[src/rtl/seg_scan_if.sv]
// Bus bundle for seg_scan_driver: segment write port, blanking, and scan outputs.
// The master drives the write/blank controls; the slave (the driver) returns the scan outputs.
interface seg_scan_if #(
    parameter int NDIG = 4
);
    localparam int SW = (NDIG > 1) ? $clog2(NDIG) : 1;

    logic [7:0]      seg_in;
    logic [SW-1:0]   digit_sel;
    logic            load;
    logic            blank;
    logic [7:0]      seg_out;
    logic [NDIG-1:0] an_out;
    logic            frame;

    modport master (
        output seg_in, digit_sel, load, blank,
        input  seg_out, an_out, frame
    );

    modport slave (
        input  seg_in, digit_sel, load, blank,
        output seg_out, an_out, frame
    );
endinterface

[src/rtl/seg_scan_driver.sv]
// Multiplexed 7-segment scan driver: NDIG digit registers shown one at a time,
// each for DIV cycles, with active-low one-hot anodes and a per-frame pulse.
module seg_scan_driver #(
    parameter int NDIG = 4,
    parameter int DIV  = 4
) (
    input  logic      clk,
    input  logic      reset,
    seg_scan_if.slave bus
);
    localparam int IW = (NDIG > 1) ? $clog2(NDIG) : 1;
    localparam int CW = (DIV > 1) ? $clog2(DIV) : 1;

    logic [NDIG-1:0][7:0] digits_q, digits_d;
    logic [CW-1:0]        cnt_q, cnt_d;
    logic [IW-1:0]        idx_q, idx_d;
    logic [7:0]           seg_q, seg_d;
    logic [NDIG-1:0]      an_q, an_d;
    logic                 frame_q, frame_d;
    logic                 adv;

    always_comb begin
        digits_d = digits_q;
        if (bus.load && (int'(bus.digit_sel) < NDIG))
            digits_d[bus.digit_sel] = bus.seg_in;

        adv   = (cnt_q == CW'(DIV - 1));
        cnt_d = adv ? '0 : cnt_q + 1'b1;
        idx_d = idx_q;
        if (adv)
            idx_d = (idx_q == IW'(NDIG - 1)) ? '0 : idx_q + 1'b1;

        // Outputs look ahead to the next index and the post-write registers,
        // so a live write shows up at the very edge that stores it.
        seg_d   = digits_d[idx_d];
        an_d    = bus.blank ? '1 : ~(NDIG'(1) << idx_d);
        frame_d = adv && (idx_q == IW'(NDIG - 1));
    end

    always_ff @(posedge clk or negedge reset) begin
        if (!reset) begin
            digits_q <= '0;
            cnt_q    <= '0;
            idx_q    <= '0;
            seg_q    <= 8'h00;
            an_q     <= '1;
            frame_q  <= 1'b0;
        end else begin
            digits_q <= digits_d;
            cnt_q    <= cnt_d;
            idx_q    <= idx_d;
            seg_q    <= seg_d;
            an_q     <= an_d;
            frame_q  <= frame_d;
        end
    end

    assign bus.seg_out = seg_q;
    assign bus.an_out  = an_q;
    assign bus.frame   = frame_q;
endmodule

[src/flat_wrapper.sv]
// flat-port wrapper written by rule: the top's interface ports become plain ports
module seg_scan_driver_flat 
#(
    parameter int NDIG = 4,
    parameter int DIV  = 4
)
  (clk, reset, bus_seg_in, bus_digit_sel, bus_load, bus_blank, bus_seg_out, bus_an_out, bus_frame);
  seg_scan_if #(.NDIG(NDIG)) bus_i ();
  input  logic clk;
  input  logic reset;
  input wire logic [$bits(bus_i.seg_in)-1:0] bus_seg_in;
  input wire logic [$bits(bus_i.digit_sel)-1:0] bus_digit_sel;
  input wire logic [$bits(bus_i.load)-1:0] bus_load;
  input wire logic [$bits(bus_i.blank)-1:0] bus_blank;
  output wire logic [$bits(bus_i.seg_out)-1:0] bus_seg_out;
  output wire logic [$bits(bus_i.an_out)-1:0] bus_an_out;
  output wire logic [$bits(bus_i.frame)-1:0] bus_frame;
  assign bus_i.seg_in = bus_seg_in;
  assign bus_i.digit_sel = bus_digit_sel;
  assign bus_i.load = bus_load;
  assign bus_i.blank = bus_blank;
  assign bus_seg_out = bus_i.seg_out;
  assign bus_an_out = bus_i.an_out;
  assign bus_frame = bus_i.frame;
  seg_scan_driver #(.NDIG(NDIG), .DIV(DIV)) u_core (.clk(clk), .reset(reset), .bus(bus_i));
endmodule
[config.mk]
export PLATFORM = sky130hd
export DESIGN_NAME = seg_scan_driver_flat
export DESIGN_NICKNAME = d
export VERILOG_FILES = /design/src/rtl/seg_scan_if.sv /design/src/rtl/seg_scan_driver.sv /design/src/flat_wrapper.sv
export SDC_FILE = /design/constraint.sdc
export NUM_CORES = 1
export LEC_CHECK = 0
export ABC_AREA = 1
export CAP_MARGIN = 10
export CELL_PAD_IN_SITES_DETAIL_PLACEMENT = 0
export CELL_PAD_IN_SITES_GLOBAL_PLACEMENT = 1
export CORE_ASPECT_RATIO = 0.6
export CORE_UTILIZATION = 43
export CTS_CLUSTER_DIAMETER = 30
export DETAILED_ROUTE_END_ITERATION = 16
export PLACE_DENSITY_LB_ADDON = 0.25
export SLEW_MARGIN = 20
export SYNTH_ARGS = -nofsm -noshare
export SYNTH_HDL_FRONTEND = slang
export SYNTH_SLANG_ARGS = --single-unit
[constraint.sdc]
create_clock -name clk -period 2.3 [get_ports clk]
set_input_delay 0.23 -clock clk [delete_from_list [all_inputs] [get_ports clk]]
set_output_delay 0.23 -clock clk [all_outputs]
set_load 0.005 [all_outputs]
After elaboration in Yosys (flattened, before gate mapping). Cells that the tools add are included.

Memory bits (read-only): 0. Bits in registers: 49. Word-level logic and storage cells: 30. Input port bits: 14. Latch bits: 0. RAM bits: 0. Output and inout bits: 13. Memories kept: 0.

Order comparisons: 3. Div/mod/pow operators: 0. Equality and inequality tests: 2. Shift-type cells: 1. Multiply operators: 0. Muxes and demuxes: 10. Bitwise logic cells: 1. Reduce and logical (&&, ||, !) cells: 2. Add/subtract/negate cells: 2.

Operators with widths (number): 32-bit bitwise mux (1); 32-bit two-way mux (1); 8-bit binary-select mux with 2-bit select (1); 8-bit demux with 2-bit select (1); 8-bit two-way mux (2); 2-bit by 3-bit less-than comparator with 1-bit output (second input constant) (2); 2-bit two-way mux (3); 2-bit by 1-bit adder with 2-bit output (second input constant) (2); 2-bit equality test (second input constant) (2); 4-bit two-way mux (1); 4-bit NOT (1); 1-bit by 2-bit left shift with 4-bit output (first input constant) (1); 2-bit by 1-bit >= comparator with 1-bit output (second input constant) (1); 1-bit logical AND (2).

Depth between registers and ports, before layout.
Depth in word-level cells: 8. Mapped depth: 8. Depth with buffers taken out: 8.

Worst setup path after synthesis. No wires, ideal clock.

Kind: reg2reg. Start: register u_core.cnt_q[0]. End: register u_core.seg_q[0] (netlist: u_core.bus.seg_out[0]). Stages on the path, launching flop included: 9. Period minus slack after synthesis: 1.353 ns. Path slack: 0.947 ns. Data arrival time: 1.235 ns. Buffers on the path: 0. Data required time: 2.181 ns. Cells stage by stage: dfrtp_1 > ha_1 > inv_1 > nand2_1 > nand2_1 > nand2_1 > nor2_1 > nor2_1 > nand2_1.

Cells in the longest elaborated chain, start to end: 4.

Ends and longest elaborated chain: from (decl) (RTL line seg_scan_driver.sv:15) `logic [CW-1:0] cnt_q, cnt_d;`; from (signal assigned) (RTL line seg_scan_driver.sv:50) `cnt_q <= cnt_d;`; 2-bit equality test (RTL line seg_scan_driver.sv:27) `adv = (cnt_q == CW'(DIV - 1));`; 2-bit two-way mux (RTL line seg_scan_driver.sv:30) `if (adv)`; named net u_core.idx_d[0] (RTL line seg_scan_driver.sv:16) `logic [IW-1:0] idx_q, idx_d;`; 8-bit binary-select mux with 2-bit select (RTL line seg_scan_driver.sv:35) `seg_d = digits_d[idx_d];`; 8-bit two-way mux (implied by the code) (RTL line seg_scan_driver.sv:35); named net u_core.seg_d[0] (RTL line seg_scan_driver.sv:17) `logic [7:0] seg_q, seg_d;`; to (signal assigned) (RTL line seg_scan_driver.sv:52) `seg_q <= seg_d;`; to (decl) (RTL line seg_scan_driver.sv:17).

The timed path passes the listed nets, and every way through them passes these cells. The select of a mux whose other input is x is not followed.

Final worst setup path. Same ends and word-level chain as after synthesis.

==> results_dict.tcl <==
set metrics [dict create \
    status "finished, final reports clean" \
    worst_pin_slew_ns 0.603 \
    dieArea_um2 5700 \
    synth_common_cells "93 x nand2_1, 79 x inv_1, 51 x nor2_1, 45 x dfrtp_1, 24 x nand3_1" \
    ys.flop_type "dfrtp_1" \
    fin_skew_ns 0.00402 \
    hold_class "flip-flop to flip-flop" \
    p_per_area_nw_per_um2 708 \
    ir_worst_vdd_mv 0.302 \
    ys_types 12 \
    rsz0062_at_grt "false" \
    drcViolationCount 0 \
    drv_slew 0 \
    grt_overflow 0 \
    synth_area_leaders "dfrtp_1 49%, nand2_1 15%, inv_1 13%, nor2_1 8.3%, nand3_1 5.2%" \
    fmax_ghz 0.565 \
    reg2reg_to "u_core.bus.seg_out[0]" \
    drt_iter0_markers 124 \
    grt_start_max_net_pins 26 \
    reg2reg_depth 8 \
    syn_nets 331 \
    period_share 0.770 \
    yosysWarnings 0 \
    clkSinkCount 49 \
    layoutNonFillerInstCount 415 \
    post-dp-hpwl_mm 3.82 \
    ios 27 \
    routedWlPerCell_um 12.6 \
    portBuffers 26 \
    synth.most_common_cell "nand2_1" \
    drtPass1Iterations 4 \
    r2r_setup_slack_ns 0.53 \
    slew-limit-headroom 0.598 \
    cp.required_ns 2.48 \
    die_height_um 58.9 \
    clockBufferDepth 2 \
    fin_setup_tns_ns 0 \
    period_minus_slack_ns 1.77 \
    maxCapViolCount 0 \
    syn-cell-area_um2 2320 \
    fin_util 0.545 \
    num_antenna_cells 0 \
    routed_wl_mm 5.22 \
    synthArstFlopShare 1.00 \
    clock-root-buffer "clkbuf_8" \
    vias 1920 \
    grt_pass1_vias 1756 \
    viasPerCell 4.63 \
    critPathArrivalTime_ns 1.95 \
    cts_tree "built" \
    core_area_um2 5130 \
    place_inst 406 \
    min_path_cells 1 \
    clk_latency_ns 0.29 \
    synth_top_area_frac 0.486 \
    grt_use_total 0.203 \
    fin_ws_ns 0.529 \
    placementRows 20 \
    syn2layout_area_growth_pct 20.7 \
    cts_max_level 2 \
    post-place-ws_ns 0.285 \
    avgSynthCellArea_um2 7.36 \
    worstReg2RegStart "u_core.cnt_q[0]" \
    setup_viol 0 \
    hold_violations 0 \
    grt_pass1_wl_mm 8.87 \
    end_kind "flip-flop" \
    path_class "flip-flop to flip-flop" \
    antenna_found_initial 0 \
    yosysSeqAreaShare 0.531 \
    postRouteAntennaNets 0 \
    crit_start "u_core.cnt_q[0]" \
    cp_max_fo 8 \
    synth_edf_count 0 \
    postCtsSetupRepairBufs 0 \
    leakage_nw 1.61 \
    critPathLaunchType "flip-flop" \
    synth_top_cell_by_area "dfrtp_1" \
    gp_congestion 0.833 \
    cts_made_buffers 5 \
    clk_pin_slew_ns 0.09 \
    ys_seq_elements 49 \
    endpoint "u_core.bus.seg_out[0]" \
    synthCells 315 \
    final_nets 364 \
    start_util 0.452 \
    drive_gt1_frac 0.0487 \
    fillCellCount 503 \
    die_w_um 96.8 \
]
[cells in the final DEF, fill, tap and decap left out]
master / count
buf_12: 1
buf_2: 1
buf_4: 3
bufinv_16: 1
clkbuf_1: 1
clkbuf_8: 6
clkdlybuf4s50_1: 25
clkinv_1: 1
dfrtp_1: 45
dfstp_2: 4
dlygate4sd3_1: 1
ha_1: 2
inv_1: 79
nand2_1: 93
nand3_1: 24
nand4_1: 10
nor2_1: 51
nor2_4: 1
[power by group]
part | switching [mW] | total (mW) | internal (mW)
Combinational | 0.205 | 0.350 | 0.146
Clock | 0.274 | 0.629 | 0.355
Sequential | 0.0294 | 1.00 | 0.972
[routing by layer]
layer | global-route usage | vias up | wire, µm
li1 | - | 978 | -
met1 | 0.307 | 883 | 2640
met4 | 0.0384 | 0 | 27
met2 | 0.301 | 54 | 2190
met5 | 0 | - | 0
met3 | 0.0475 | 5 | 356
[stage by stage]
step	area [µm²]	power, mW	hold WS (ns)
CTS	2800	2.00	0.431
detailed placement	2670	1.37	0.274
floorplan	2320	1.22	-0.0656
global route	2800	2.09	0.460
finish	2800	1.98	0.427
global placement	2670	1.37	0.279
[registers in the layout, indices dropped and copies added, names as in the netlist]
register and cells:
u_core.cnt_q 2, u_core.bus.an_out 4, u_core.digits_q 32, u_core.bus.seg_out 8, u_core.bus.frame 1, u_core.idx_q 2
[critical path, stage by stage, from the launching register on]
cell and delay (ns):
dfrtp_1 0.35, ha_1 0.26, inv_1 0.10, nand2_1 0.15, nand2_1 0.16, nand2_1 0.32, nor2_1 0.09, nor2_1 0.14
nand2_1 0.09
[worst min path at each step]
stage,startpoint,endpoint,slack (ns)
global placement,reset,u_core.digits_q[5],0.28
detailed placement,reset,u_core.bus.seg_out[5],0.27
global route,u_core.cnt_q[0],u_core.cnt_q[0],0.46
floorplan,reset,u_core.bus.frame,-0.07
finish,u_core.cnt_q[0],u_core.cnt_q[0],0.43
CTS,u_core.cnt_q[0],u_core.cnt_q[0],0.43
[area by class of cell]
cell class | count | area [µm²] | area share
Sequential cell | 49 | 1230 | 0.440
Multi-Input combinational cell | 181 | 759 | 0.271
Inverter | 80 | 300 | 0.107
Timing Repair Buffer | 31 | 308 | 0.110
Clock inverter | 1 | 30.0 | 0.0107
Tap cell | 66 | 82.6 | 0.0295
Clock buffer | 7 | 86.3 | 0.0309
[cell families (layout without fill, tap and decap cells)]
family	Yosys count	count (layout)	share of synthesized area
flip-flops	49	49	0.531
adder cells (fa/ha/maj)	2	2	0.0108
buffers and inverters	85	119	0.141
AND/OR/NAND/NOR	179	179	0.317
[timing repair]
action                    CTS  global route
hold endpoints to repair   24             0
hold buffers                1             0
resized for setup           0             0
(Power assumes the default switching activity.)
